## config.mk

```make
export PLATFORM = sky130hd
export DESIGN_NAME = seg_led_scan_ctrl
export DESIGN_NICKNAME = d
export VERILOG_FILES = /design/src/rtl/seg_led_scan_ctrl.sv
export SDC_FILE = /design/constraint.sdc
export NUM_CORES = 1
export LEC_CHECK = 0
export CORE_AREA = 5 5 97 117
export CTS_BUF_LIST = sky130_fd_sc_hd__clkbuf_2
export CTS_CLUSTER_DIAMETER = 50
export DETAILED_ROUTE_END_ITERATION = 8
export DIE_AREA = 0 0 102 122
export GPL_ROUTABILITY_DRIVEN = 0
export PLACE_DENSITY = 0.78
export SETUP_SLACK_MARGIN = 0.1
export SLEW_MARGIN = 20
export SYNTH_ARGS = -nofsm -noshare
export SYNTH_HDL_FRONTEND = slang
export SYNTH_SLANG_ARGS = --single-unit
```

## constraint.sdc

```tcl
create_clock -name clk -period 3.8 [get_ports clk]
set_input_delay 0.76 -clock clk [delete_from_list [all_inputs] [get_ports clk]]
set_output_delay 0.76 -clock clk [all_outputs]
set_load 0.01 [all_outputs]
```

## src/rtl/seg_led_scan_ctrl.sv

```systemverilog
// Six-digit multiplexed seven-segment scan scheduler.
// One digit is driven per time slot, each slot preceded by an all-dark
// blanking gap. New display words are staged in a pending register and only
// become visible at a frame boundary, or straight away while the display is idle.
module seg_led_scan_ctrl #(
   parameter int SHOW_CYCLES  = 50_000,
   parameter int BLANK_CYCLES = 500
) (
   input  logic        clk,
   input  logic        rst,
   input  logic        en,
   input  logic        data_valid,
   output logic        data_ready,
   input  logic [23:0] data,
   input  logic [5:0]  dp,
   input  logic        lz_blank,
   output logic [5:0]  sel,
   output logic [7:0]  seg_led,
   output logic        frame_done
);

   localparam int MAX_CYCLES = (SHOW_CYCLES > BLANK_CYCLES) ? SHOW_CYCLES : BLANK_CYCLES;
   localparam int CW         = (MAX_CYCLES > 1) ? $clog2(MAX_CYCLES) : 1;
   localparam int BLANK_M1   = (BLANK_CYCLES > 0) ? BLANK_CYCLES - 1 : 0;
   localparam logic [CW-1:0] SHOW_LAST  = CW'(SHOW_CYCLES - 1);
   localparam logic [CW-1:0] BLANK_LAST = CW'(BLANK_M1);

   localparam logic [1:0] ST_IDLE  = 2'd0;
   localparam logic [1:0] ST_BLANK = 2'd1;
   localparam logic [1:0] ST_SHOW  = 2'd2;

   // After the last digit the next slot starts dark unless there is no gap.
   localparam logic [1:0] ST_SLOT_START = (BLANK_CYCLES == 0) ? ST_SHOW : ST_BLANK;

   logic [1:0]    state, state_n;
   logic [2:0]    idx, idx_n;
   logic [CW-1:0] cnt, cnt_n;
   logic [23:0]   act_data, act_data_n;
   logic [5:0]    act_dp, act_dp_n;
   logic [23:0]   pend_data;
   logic [5:0]    pend_dp;
   logic          pend_full;
   logic          promote;
   logic          accept;
   logic          fd_n;
   logic [5:0]    sel_n;
   logic [7:0]    seg_n;
   logic [23:0]   shifted;

   // Active-low a..g pattern for one hex nibble.
   function automatic logic [6:0] decode(input logic [3:0] n);
      case (n)
         4'h0: decode = 7'h40;
         4'h1: decode = 7'h79;
         4'h2: decode = 7'h24;
         4'h3: decode = 7'h30;
         4'h4: decode = 7'h19;
         4'h5: decode = 7'h12;
         4'h6: decode = 7'h02;
         4'h7: decode = 7'h78;
         4'h8: decode = 7'h00;
         4'h9: decode = 7'h10;
         4'hA: decode = 7'h08;
         4'hB: decode = 7'h03;
         4'hC: decode = 7'h46;
         4'hD: decode = 7'h21;
         4'hE: decode = 7'h06;
         default: decode = 7'h0E;
      endcase
   endfunction

   // Handshake: a word transfers on a cycle where data_valid and data_ready are
   // both high; data_ready then stays low until the staged word has been made
   // active and is released the cycle after that. The sender must hold
   // data_valid and its word while data_ready is low.
   assign accept = data_valid & data_ready;

   // Next scan position, slot timing and frame-boundary promotion of pending.
   always_comb begin
      state_n    = state;
      idx_n      = idx;
      cnt_n      = cnt + 1'b1;
      fd_n       = 1'b0;
      promote    = 1'b0;
      if (!en) begin
         state_n = ST_IDLE;
         idx_n   = 3'd0;
         cnt_n   = '0;
      end else begin
         case (state)
            ST_IDLE: begin
               state_n = ST_SLOT_START;
               idx_n   = 3'd0;
               cnt_n   = '0;
            end
            ST_BLANK: begin
               if (cnt == BLANK_LAST) begin
                  state_n = ST_SHOW;
                  cnt_n   = '0;
               end
            end
            ST_SHOW: begin
               if (cnt == SHOW_LAST) begin
                  state_n = ST_SLOT_START;
                  cnt_n   = '0;
                  if (idx == 3'd5) begin
                     idx_n   = 3'd0;
                     fd_n    = 1'b1;
                     promote = pend_full;
                  end else begin
                     idx_n = idx + 3'd1;
                  end
               end
            end
            default: begin
               state_n = ST_IDLE;
               idx_n   = 3'd0;
               cnt_n   = '0;
            end
         endcase
      end
      // While idle there is no frame to tear, so a staged word goes live at once.
      if (state == ST_IDLE && pend_full) promote = 1'b1;
      act_data_n = promote ? pend_data : act_data;
      act_dp_n   = promote ? pend_dp   : act_dp;
   end

   // Registered digit select and segment pattern for the upcoming cycle.
   always_comb begin
      sel_n   = 6'h3F;
      seg_n   = 8'hFF;
      shifted = act_data_n >> {idx_n, 2'b00};
      if (state_n == ST_SHOW) begin
         sel_n = ~(6'd1 << idx_n);
         seg_n = {~act_dp_n[idx_n], decode(shifted[3:0])};
         if (lz_blank && idx_n != 3'd0 && shifted == 24'd0) seg_n[6:0] = 7'h7F;
      end
   end

   // State, counters, data registers, handshake and outputs.
   always_ff @(posedge clk) begin
      if (rst) begin
         state      <= ST_IDLE;
         idx        <= 3'd0;
         cnt        <= '0;
         act_data   <= 24'd0;
         act_dp     <= 6'd0;
         pend_data  <= 24'd0;
         pend_dp    <= 6'd0;
         pend_full  <= 1'b0;
         data_ready <= 1'b1;
         sel        <= 6'h3F;
         seg_led    <= 8'hFF;
         frame_done <= 1'b0;
      end else begin
         state      <= state_n;
         idx        <= idx_n;
         cnt        <= cnt_n;
         act_data   <= act_data_n;
         act_dp     <= act_dp_n;
         sel        <= sel_n;
         seg_led    <= seg_n;
         frame_done <= fd_n;
         if (accept) begin
            pend_data  <= data;
            pend_dp    <= dp;
            pend_full  <= 1'b1;
            data_ready <= 1'b0;
         end else if (promote) begin
            pend_full <= 1'b0;
         end else if (!pend_full && !data_ready) begin
            data_ready <= 1'b1;
         end
      end
   end

endmodule

```

==> results.txt <==
The run finished with clean final reports. The mean cell area of the mapped netlist is ~8.3 sq um. The residual overflow from global routing is 0. The total count of max-transition violations in the final report is 0.

Among all stages on the critical path, the largest delay is contributed by or4b_4. By area the synthesized netlist is led by dfxtp_1 44%, nand2_1 9.1%, mux2i_1 5.4%. The number of clock sinks came out at 98. Once layout is complete, the cells apart from fillers number 719. The overall via count from detail_route came out at 3857. The highest metal layer carrying signal wires in the routed design is met4. Counting the fill cells in the layout gives a little under 1000. The number of cells on the worst reg-to-reg path is 14.

The power density over the cells is between 300 and 400 nW/um^2. By area, the combinational part of the netlist is dominated by simple AND/OR/NAND/NOR gates. The CTS tree is done.

The top cell type's share of synthesized area is between 40% and 50%. The post-synth net total is 581. The worst-case clock skew is about 48 ps.

The number of placed instances with taps included is ~700. The die boundary width is just over 100 um. The max-capacitance violation count is 0. The end of the worst register-to-register path is seg_led[4]. The synthesized design spends more area on one cell type than any other, namely dfxtp_1. The critical path is of the reg2reg type. The total die area is around 12000 sq um.

The first-pass GRT wire length came out at 17600 um. The share of the Yosys chip area taken by registers is ~44%. The total routed wire length on the met1 layer came out at between 4000 and 5000 um. The root buffer cell chosen for the clock tree is clkbuf_2. The register bit count reported by yosys is between 90 and 100. After Yosys synthesis, full adders, half adders and majority gates account for 2.82% of the synthesized area. The post-synthesis xor/xnor area fraction came out at ~2.8%. The post-route netlist has 8.81% of its cells at a drive strength greater than 1. The share of flip-flops with an asynchronous set or reset is 0%.

The number of buffers and inverters on the critical path is 3. The die height is ~120 um. Measured against its own limit, the worst slew margin works out to 29.6%. The cell family contributing the most delay on the critical path is simple AND/OR/NAND/NOR gates. The post-route standard cell area excluding fillers is 5260 sq um.

The most used flip-flop cell after synthesis is dfxtp_1. The number of global-route vias before repair came out at between 3000 and 4000. The number of iterations in the first detailed-routing pass came out at 4.

The antenna violation net count after detailed routing is 0. The mux share of post-synthesis cell area is 5.92%. The share of the synthesized area in compound gates (AO/OA/AOI/OAI) came out at ~15%. Yosys mapped the design onto between 50 and 60 distinct sky130hd cell types. Pin placement for this block handled 51 I/O pins. For this configuration, the core starts out at a cell density of 43.5%.

The placed standard-cell area is between 5000 and 6000 sq um. The maximum buffer depth of the clock tree came out at 2. The wire length on met2 came out at approximately 5200 um.

The critical path goes through or4b_4 > or4_1 > o21a_1 > buf_12 > mux2i_1 > nand2_1 > nand4_1 > o311a_1 > inv_1 > ha_1 > inv_1 > a31oi_2 > o21ba_2 > o221ai_1. The initialized floorplan defines 41 standard-cell rows. In the final routed layout, each cell accounts on average for about 14 um. The share of the cycle needed by the critical path after routing is between 90% and 100%.

Relative to the synthesized area, the layout overhead comes to 18.5%. Setup violations remaining at the end of the flow were counted as 0. The leakage power of the design came out at between 2 and 2.5 nW. The tightest hold path in the finished design has a slack of about 440 ps.

The post-route setup TNS is 0 ps. The endpoint of the worst hold-timing path is state[0]. Setup repair after global routing left no endpoint under its margin. The launching element type of the critical path is a register.

The wire length on met3 is just under 500 um. For this block, the initial DRC count from the detailed router was between 200 and 300. The clock latency at the later pin of the worst-skew pair is 600 ps. The routed wire length is between 10000 and 15000 um. Counting stages on the worst path, the most repeated cell is inv_1.

In this run the standard cell core region covers 10200 sq um. Based on the critical path, the design can be clocked at up to 283 MHz. Yosys instantiated no cell more often than nand2_1. The post-synthesis simple-gate area fraction is 23.9%.

The via density per instance is 5.36. For the pin with the worst max-slew slack, the measured transition is roughly 1100 ps. The area of combinational cells with multiple inputs is approximately 2300 sq um. The commonest cells after synthesis are 108 x nand2_1, 98 x dfxtp_1, 51 x nor2_1. In this run the worst hold path is classified as in2reg. Across every metal layer, demand over resource in global routing totals 17.4%. Entering global routing, the biggest net connects between 60 and 70 pins. In the routed design, unresolved DRC markers number 0.

The number of gates given a new drive strength after cts is 0. The worst setup path is captured at a register. The post-synth design cell area came out at 4440 sq um. Synthesis handed over a netlist of ~540 instances. The time the worst path needs with I/O delays and setup came out at approximately 3500 ps. TritonCTS created 9 clock buffers. The launch point of the worst reg-to-reg path is cnt[4]. After clock tree synthesis, the setup repair step added 0 buffers. The worst setup slack for register-to-register paths is roughly 270 ps.

The number of flops mapped to enable cells by yosys came out at 0. The number of I/O port buffers is 50. The total of warnings raised by yosys came out at 0. STA puts the critical path data required time at 4310 ps. Data arrives at the worst endpoint at slightly above 4000 ps. The initial antenna violation count was 0. The number of diodes is 0. The CTS H-tree depth came out at 3.

The cell count of the worst hold path is 3. The clock-pin transition on the worst setup and hold timing paths came out at about 280 ps. The delay of the slowest cell on the worst path is between 500 and 600 ps. In this run the worst path has a maximum fanout of 32. The worst supply voltage drop on vdd came out at ~0.17 mV. In this run the most critical hold path is launched from rst. The number of hold buffers added after CTS was 0.

The area of all sequential standard cells came out at approximately 2000 sq um. The total power draw is 1.82 mW. The final layout net count is between 600 and 700. The HPWL after detailed placement came out at just under 8000 um. The number of hold violations in the final report is 0.
worst reg2reg max path, cell delays in order, from the launching register on:
cell and delay (ps):
dfxtp_2 400, or4b_4 580, or4_1 570, o21a_1 240, buf_12 180, mux2i_1 280, nand2_1 90, nand4_1 80
o311a_1 230, inv_1 80, ha_1 180, inv_1 130, a31oi_2 60, o21ba_2 250, o221ai_1 110
sequential cells by signal, summed over array words and instances, names as in the netlist:
signal / cells
act_dp: 6
pend_data: 24
data_ready: 1
state: 2
pend_dp: 6
idx: 3
cnt: 16
sel: 6
seg_led: 8
pend_full: 1
act_data: 24
frame_done: 1
power by group:
part | internal, mW | switching (mW) | total, mW
registers | 1.06 | 0.0208 | 1.08
clock network | 0.216 | 0.346 | 0.562
logic | 0.0835 | 0.0930 | 0.177
routing by layer:
metal / vias up / track usage (%)
met5: - / 0
met1: 1787 / 21.7
met3: 19 / 3.72
met2: 98 / 28.7
li1: 1953 / -
met4: 0 / 7.63
cell usage in the layout (no fill, tap or decap), types with 2 or more instances in the layout:
cell type	instances
and2_1	2
buf_4	18
nand4_1	10
o21ai_0	3
inv_1	21
a21oi_1	47
nor4_2	2
a211o_1	2
clkinvlp_4	2
xor2_1	8
a31oi_2	2
nand2_1	108
nor4_1	8
nand2b_1	5
and3_1	10
xnor2_1	6
nand3_1	15
clkbuf_2	9
nor3_1	7
or4_1	3
o221ai_1	2
bufinv_16	2
a31o_2	2
a31oi_1	6
dfxtp_1	97
o22ai_1	2
clkdlybuf4s50_1	49
nor2_1	51
nor2b_1	2
o211ai_1	22
mux2i_1	24
ha_1	10
o21ai_1	3
worst max path at each step:
| stage | from | to | cells past startpoint |
|---|---|---|---|
| 2_1_floorplan | cnt[4] | seg_led[4] | 16 |
| 3_3_place_gp | en | seg_led[1] | 13 |
| 4_1_cts | cnt[4] | seg_led[4] | 13 |
| 5_1_grt | cnt[4] | seg_led[4] | 14 |
| 6_report | cnt[4] | seg_led[4] | 14 |
| 3_5_place_dp | en | seg_led[4] | 13 |
kinds of logic (layout without fill, tap and decap cells):
logic type / count (synthesis) / after routing
muxes: 26 / 26
and+or+nand+nor: 232 / 232
DFF: 98 / 98
xor gates and xnor gates: 14 / 14
buffers and inverters: 52 / 106
AOI/OAI and AO/OA: 104 / 104
adders and majority gates: 10 / 10
cell type report:
cell class / instances / share of cell area, %
Timing Repair Buffer: 69 / 12.4
Tap cell: 129 / 3.07
Clock buffer: 9 / 0.856
Multi-Input combinational cell: 386 / 43.1
Inverter: 21 / 1.50
Clock inverter: 7 / 1.76
Sequential cell: 98 / 37.3
metrics by stage:
stage	util, %	setup WS, ps
after floorplan	-	240
after global placement	50.0	188
after detailed placement	50.0	96.8
after CTS	51.3	281
after global routing	51.5	119
final	51.5	267
Note: power is estimated with default switching activity, not from simulation.
